$ cat config.mk
export PLATFORM = sky130hd
export DESIGN_NAME = toggle_rx
export DESIGN_NICKNAME = d
export VERILOG_FILES = /design/src/rtl/toggle_rx.sv
export SDC_FILE = /design/constraint.sdc
export NUM_CORES = 1
export LEC_CHECK = 0
export ABC_AREA = 1
export CORE_MARGIN = 3
export CORE_UTILIZATION = 39
export DETAILED_ROUTE_END_ITERATION = 10
export PLACE_DENSITY = 0.65
export SLEW_MARGIN = 20
export SYNTH_ARGS = -nofsm -noshare
export SYNTH_HDL_FRONTEND = slang
export SYNTH_SLANG_ARGS = --single-unit
$ cat constraint.sdc
create_clock -name clk -period 2.4 [get_ports clk]
set_input_delay 0.36 -clock clk [delete_from_list [all_inputs] [get_ports clk]]
set_output_delay 0.36 -clock clk [all_outputs]
set_load 0.02 [all_outputs]
$ cat src/rtl/toggle_rx.sv
// toggle_rx: receiving end of the toggle-handshake link.
// Synchronises the sender's request level and captures one word per level change
// into a small FIFO. It returns an acknowledge toggle per accepted word and presents
// the stored words on a valid/ready port. A full FIFO withholds the acknowledge.
module toggle_rx #(
  parameter int unsigned WIDTH = 8,
  parameter int unsigned DEPTH = 4,
  parameter int unsigned SYNC  = 2
) (
  input  logic                     clk,
  input  logic                     rst,
  input  logic                     req_tgl,
  input  logic [WIDTH-1:0]         req_data,
  output logic                     ack_tgl,
  output logic                     out_valid,
  output logic [WIDTH-1:0]         out_data,
  input  logic                     out_ready,
  output logic                     event_pulse,
  output logic                     stalled,
  output logic [15:0]              evt_count,
  output logic [$clog2(DEPTH):0]   level
);

  localparam int unsigned AW = $clog2(DEPTH);
  localparam int unsigned LW = AW + 1;

  typedef enum logic [0:0] {
    ST_IDLE  = 1'b0,
    ST_STALL = 1'b1
  } state_t;

  state_t            r_state;
  state_t            w_state_nxt;
  logic [SYNC-1:0]   r_sync;
  logic              r_last_lvl;
  logic              r_ack_tgl;
  logic              r_event_pulse;
  logic [15:0]       r_evt_count;
  logic [WIDTH-1:0]  r_mem [DEPTH];
  logic [AW-1:0]     r_wr_ptr;
  logic [AW-1:0]     r_rd_ptr;
  logic [LW-1:0]     r_level;

  logic              w_req_s;
  logic              w_pending;
  logic              w_full;
  logic              w_accept;
  logic              w_pop;

  assign w_req_s   = r_sync[SYNC-1];
  assign w_pending = (w_req_s != r_last_lvl);
  assign w_full    = (r_level == LW'(DEPTH));
  assign w_pop     = out_valid && out_ready;

  // Synchroniser chain for the asynchronous-origin request level.
  always_ff @(posedge clk) begin
    if (rst) begin
      r_sync <= '0;
    end else begin
      r_sync <= {r_sync[SYNC-2:0], req_tgl};
    end
  end

  // FSM state register.
  always_ff @(posedge clk) begin
    if (rst) begin
      r_state <= ST_IDLE;
    end else begin
      r_state <= w_state_nxt;
    end
  end

  // FSM next state and accept decision; a full FIFO blocks the accept even on a pop edge.
  always_comb begin
    w_state_nxt = r_state;
    w_accept    = 1'b0;
    case (r_state)
      ST_IDLE: begin
        if (w_pending) begin
          if (w_full) begin
            w_state_nxt = ST_STALL;
          end else begin
            w_accept = 1'b1;
          end
        end
      end
      ST_STALL: begin
        if (!w_full) begin
          w_accept    = 1'b1;
          w_state_nxt = ST_IDLE;
        end
      end
      default: begin
        w_state_nxt = ST_IDLE;
      end
    endcase
  end

  // Handshake bookkeeping: remember accepted level, toggle ack, pulse and count.
  always_ff @(posedge clk) begin
    if (rst) begin
      r_last_lvl    <= 1'b0;
      r_ack_tgl     <= 1'b0;
      r_event_pulse <= 1'b0;
      r_evt_count   <= '0;
    end else begin
      r_event_pulse <= w_accept;
      if (w_accept) begin
        r_last_lvl  <= w_req_s;
        r_ack_tgl   <= ~r_ack_tgl;
        r_evt_count <= r_evt_count + 16'd1;
      end
    end
  end

  // FIFO storage, pointers and occupancy.
  always_ff @(posedge clk) begin
    if (rst) begin
      for (int unsigned i = 0; i < DEPTH; i++) begin
        r_mem[i] <= '0;
      end
      r_wr_ptr <= '0;
      r_rd_ptr <= '0;
      r_level  <= '0;
    end else begin
      if (w_accept) begin
        r_mem[r_wr_ptr] <= req_data;
        r_wr_ptr        <= r_wr_ptr + AW'(1);
      end
      if (w_pop) begin
        r_rd_ptr <= r_rd_ptr + AW'(1);
      end
      case ({w_accept, w_pop})
        2'b10:   r_level <= r_level + LW'(1);
        2'b01:   r_level <= r_level - LW'(1);
        default: r_level <= r_level;
      endcase
    end
  end

  assign ack_tgl     = r_ack_tgl;
  assign out_valid   = (r_level != '0);
  assign out_data    = r_mem[r_rd_ptr];
  assign event_pulse = r_event_pulse;
  assign stalled     = (r_state == ST_STALL);
  assign evt_count   = r_evt_count;
  assign level       = r_level;

endmodule

==> impl_metrics.yaml <==
critical_path:
  r2r_end: "level[2]"
  r2r_cells: 10
  path_max_fanout: 10
  cp.arrival_ns: 1.91
  criticalPathCategory: "flip-flop to primary output"
  cp_top_family: "buffers and inverters"
  worstPathCellList: "inv_1 > buf_4 > o21ai_0 > o22ai_1 > clkdlybuf4s50_1"
  startpoint_type: "flip-flop"
  slowest_stage: "clkdlybuf4s50_1"
  r2r-start: "level[1]"
  critical_path.n_buffers_inverters: 3
  slowest_delay_ns: 0.63
  crit_required_ns: 2.04
  endpoint_kind: "primary output"
  reg2reg_slack_ns: 0.38
sta:
  fmax_ghz: 0.440
  setup-tns-final_ns: 0
  fin_skew_ns: 0.00730
  finalHoldViolCount: 0
  min_period_over_period: 0.947
  finalSetupViolations: 0
  rsz0062_at_grt: "no"
  max_slew.worst_pin.slew_ns: 0.385
  maxSlewViolCount: 0
  setup_ws_ns: 0.127
  fin_crit_ns: 2.27
  relSlewSlack: 0.743
outcome:
  run_status: "complete, no violations"
clock_tree:
  cts_root_buf: "clkbuf_8"
  insertion_delay_ns: 0.35
  clock_path_buffers: 2
  numCtsBuffers: 9
  cts.sinks: 63
  clkTransAtPathRegs_ns: 0.07
  cts_tree: "built"
  cts-htree-levels: 3
hold_path:
  hold_depth: 2
  min_to: "r_sync[1]"
  hold_start: "r_sync[0]"
  hp-class: "flip-flop to flip-flop"
global_routing:
  antenna_found_initial: 0
  grt.total_usage: 0.158
  grt_max_degree: 20
  grt_pass1_wl_mm: 10.4
  grt_pass1_vias: 2193
  gr-total-overflow: 0
synthesis:
  synth_mux_area_frac: 0
  synth_top_family_by_area: "simple AND/OR/NAND/NOR gates"
  synth_cell_types: 32
  ys_seq_area_frac: 0.536
  syn_area_sq_um: 2950
  syn_inst: 324
  synth-xor-area-share: 0.0119
  synth.avg_cell_area_sq_um: 9.11
  synth-simple-area-share: 0.280
  synth-seq-cells: 63
  synthAdderAreaFrac: 0.0153
  synth_fp_nets: 339
  synth_compound_area_frac: 0.0911
  ys_warn_count: 0
detailed_routing:
  ant_nets: 0
  drc: 0
  wl_mm: 6.24
  vias_per_cell: 4.69
  drtIter0Drc: 119
  dr.pass1.iters: 4
  wl_per_cell_microns: 13.0
  num_vias: 2257
layout:
  final_cell_mix: "nor2_1 (65), nand2_1 (49), clkdlybuf4s50_1 (41)"
  syn_to_final_growth_pct: 25.0
  instances_no_fill: 481
  fin_nets: 392
  n_antenna_cell: 0
  drive_gt1_frac: 0.165
  layout_commonest_cell: "nor2_1"
die:
  die_y_microns: 93.0
  start_util: 0.405
  die_x_microns: 93.0
  die-area_sq_um: 8650
  io_pins: 43
  rows: 31
  design.core.area_sq_um: 7290
job:
  cap_violations: 0
place:
  gp_congestion: 0.801
  place_inst: 465
  numPortBuffers: 42
  post-place-ws_ns: 0.219
  dp_hpwl_mm: 4.41
power_and_ir_drop:
  p_total_mw: 2.57
  power.density_nw_per_um2: 696
  leakage_nw: 1.45
  vdd_drop_max_uv: 496
worst max-delay path by stage:
stage	from	to	slack, ns	cells past startpoint
after floorplan	level[1]	r_mem[3][0]	0.37	5
after detailed placement	out_ready	level[2]	0.22	9
after global placement	out_ready	level[2]	0.27	9
after CTS	flip-flop	out_data[2]	0.05	5
after global routing	flip-flop	out_data[6]	0.004	5
final	flip-flop	out_data[2]	0.13	5
metal layers:
layer,up-vias,global-route usage,part of all wire
met3,13,0.0636,0.069
li1,1163,-,-
met4,0,0.0672,0.019
met1,1030,0.174,0.41
met2,51,0.271,0.50
met5,-,0,0
per-stage QoR:
| stage | hold slack, ns | instance area [sq um] | utilization |
|---|---|---|---|
| floorplan | 0.388 | 2950 | - |
| global placement | 0.402 | 3500 | 0.480 |
| detailed placement | 0.401 | 3500 | 0.480 |
| CTS | 0.407 | 3690 | 0.506 |
| global route | 0.431 | 3690 | 0.506 |
| finish | 0.404 | 3690 | 0.506 |
worst reg2reg max path: stages, from the launching register on:
cell and delay, ns:
dfxtp_1 0.34, inv_2 0.10, nand3_2 0.18, nand2_8 0.22, ha_1 0.17, inv_1 0.06
fa_1 0.38, a21oi_1 0.14, o21ai_0 0.11, o21ai_0 0.15, a21oi_1 0.06
registers in the layout (all words and copies together), names as in the netlist, named ones only:
| name | cells |
|---|---|
| stalled | 1 |
| r_sync | 2 |
| r_wr_ptr | 2 |
| r_last_lvl | 1 |
| ack_tgl | 1 |
| level | 3 |
| r_mem | 32 |
| event_pulse | 1 |
| r_rd_ptr | 2 |
| evt_count | 16 |
cells by family (layout without fill, tap and decap cells):
family,count (synthesis),count (layout)
simple gates,160,160
buf+inv,43,101
xor+xnor,4,4
flops,63,63
compound gates,51,51
fa+ha+maj,3,3
power by group:
part,internal (mW),switching [mW]
clock,0.474,0.421
sequential,1.18,0.0275
combinational,0.192,0.277
total,1.84,0.726
cell usage after synthesis:
cell type | n | area share
a21oi_1 | 13 | 0.022
and2_1 | 2 | 0.0042
buf_2 | 4 | 0.0068
buf_4 | 2 | 0.0051
buf_6 | 1 | 0.0038
buf_8 | 1 | 0.0051
clkinv_1 | 1 | 0.0013
dfxtp_1 | 31 | 0.21
edfxtp_1 | 32 | 0.33
fa_1 | 1 | 0.0068
ha_1 | 2 | 0.0085
inv_1 | 29 | 0.037
inv_2 | 4 | 0.0051
inv_4 | 1 | 0.0021
nand2_1 | 49 | 0.062
nand2_2 | 5 | 0.011
nand2_4 | 9 | 0.034
nand2_8 | 1 | 0.0068
nand3_1 | 5 | 0.0085
nand3_2 | 4 | 0.014
nand3_4 | 1 | 0.0059
nand4_1 | 2 | 0.0042
nor2_1 | 65 | 0.083
nor2_2 | 9 | 0.019
nor2_4 | 6 | 0.023
nor3b_1 | 2 | 0.0051
o21ai_0 | 26 | 0.044
o21ai_1 | 2 | 0.0034
o22ai_1 | 9 | 0.019
o31ai_1 | 1 | 0.0025
xnor2_1 | 1 | 0.0030
xor2_1 | 3 | 0.0089
area by class of cell:
| class | instances | area [sq um] |
|---|---|---|
| clock buffer | 10 | 128 |
| timing repair buffer | 50 | 483 |
| fill | 726 | 3600 |
| clock inverter | 6 | 61.3 |
| inverter | 35 | 134 |
| sequential | 63 | 1580 |
| tap | 99 | 124 |
| multi-input combinational | 218 | 1180 |
what timing repair did:
item | 4_1_cts | 5_1_grt
buffers inserted | 0 | 0
resized for setup | 0 | 2
endpoints found under the setup margin | 0 | 4
hold buffers | 0 | 0
Note: power is estimated with default switching activity, not from simulation.
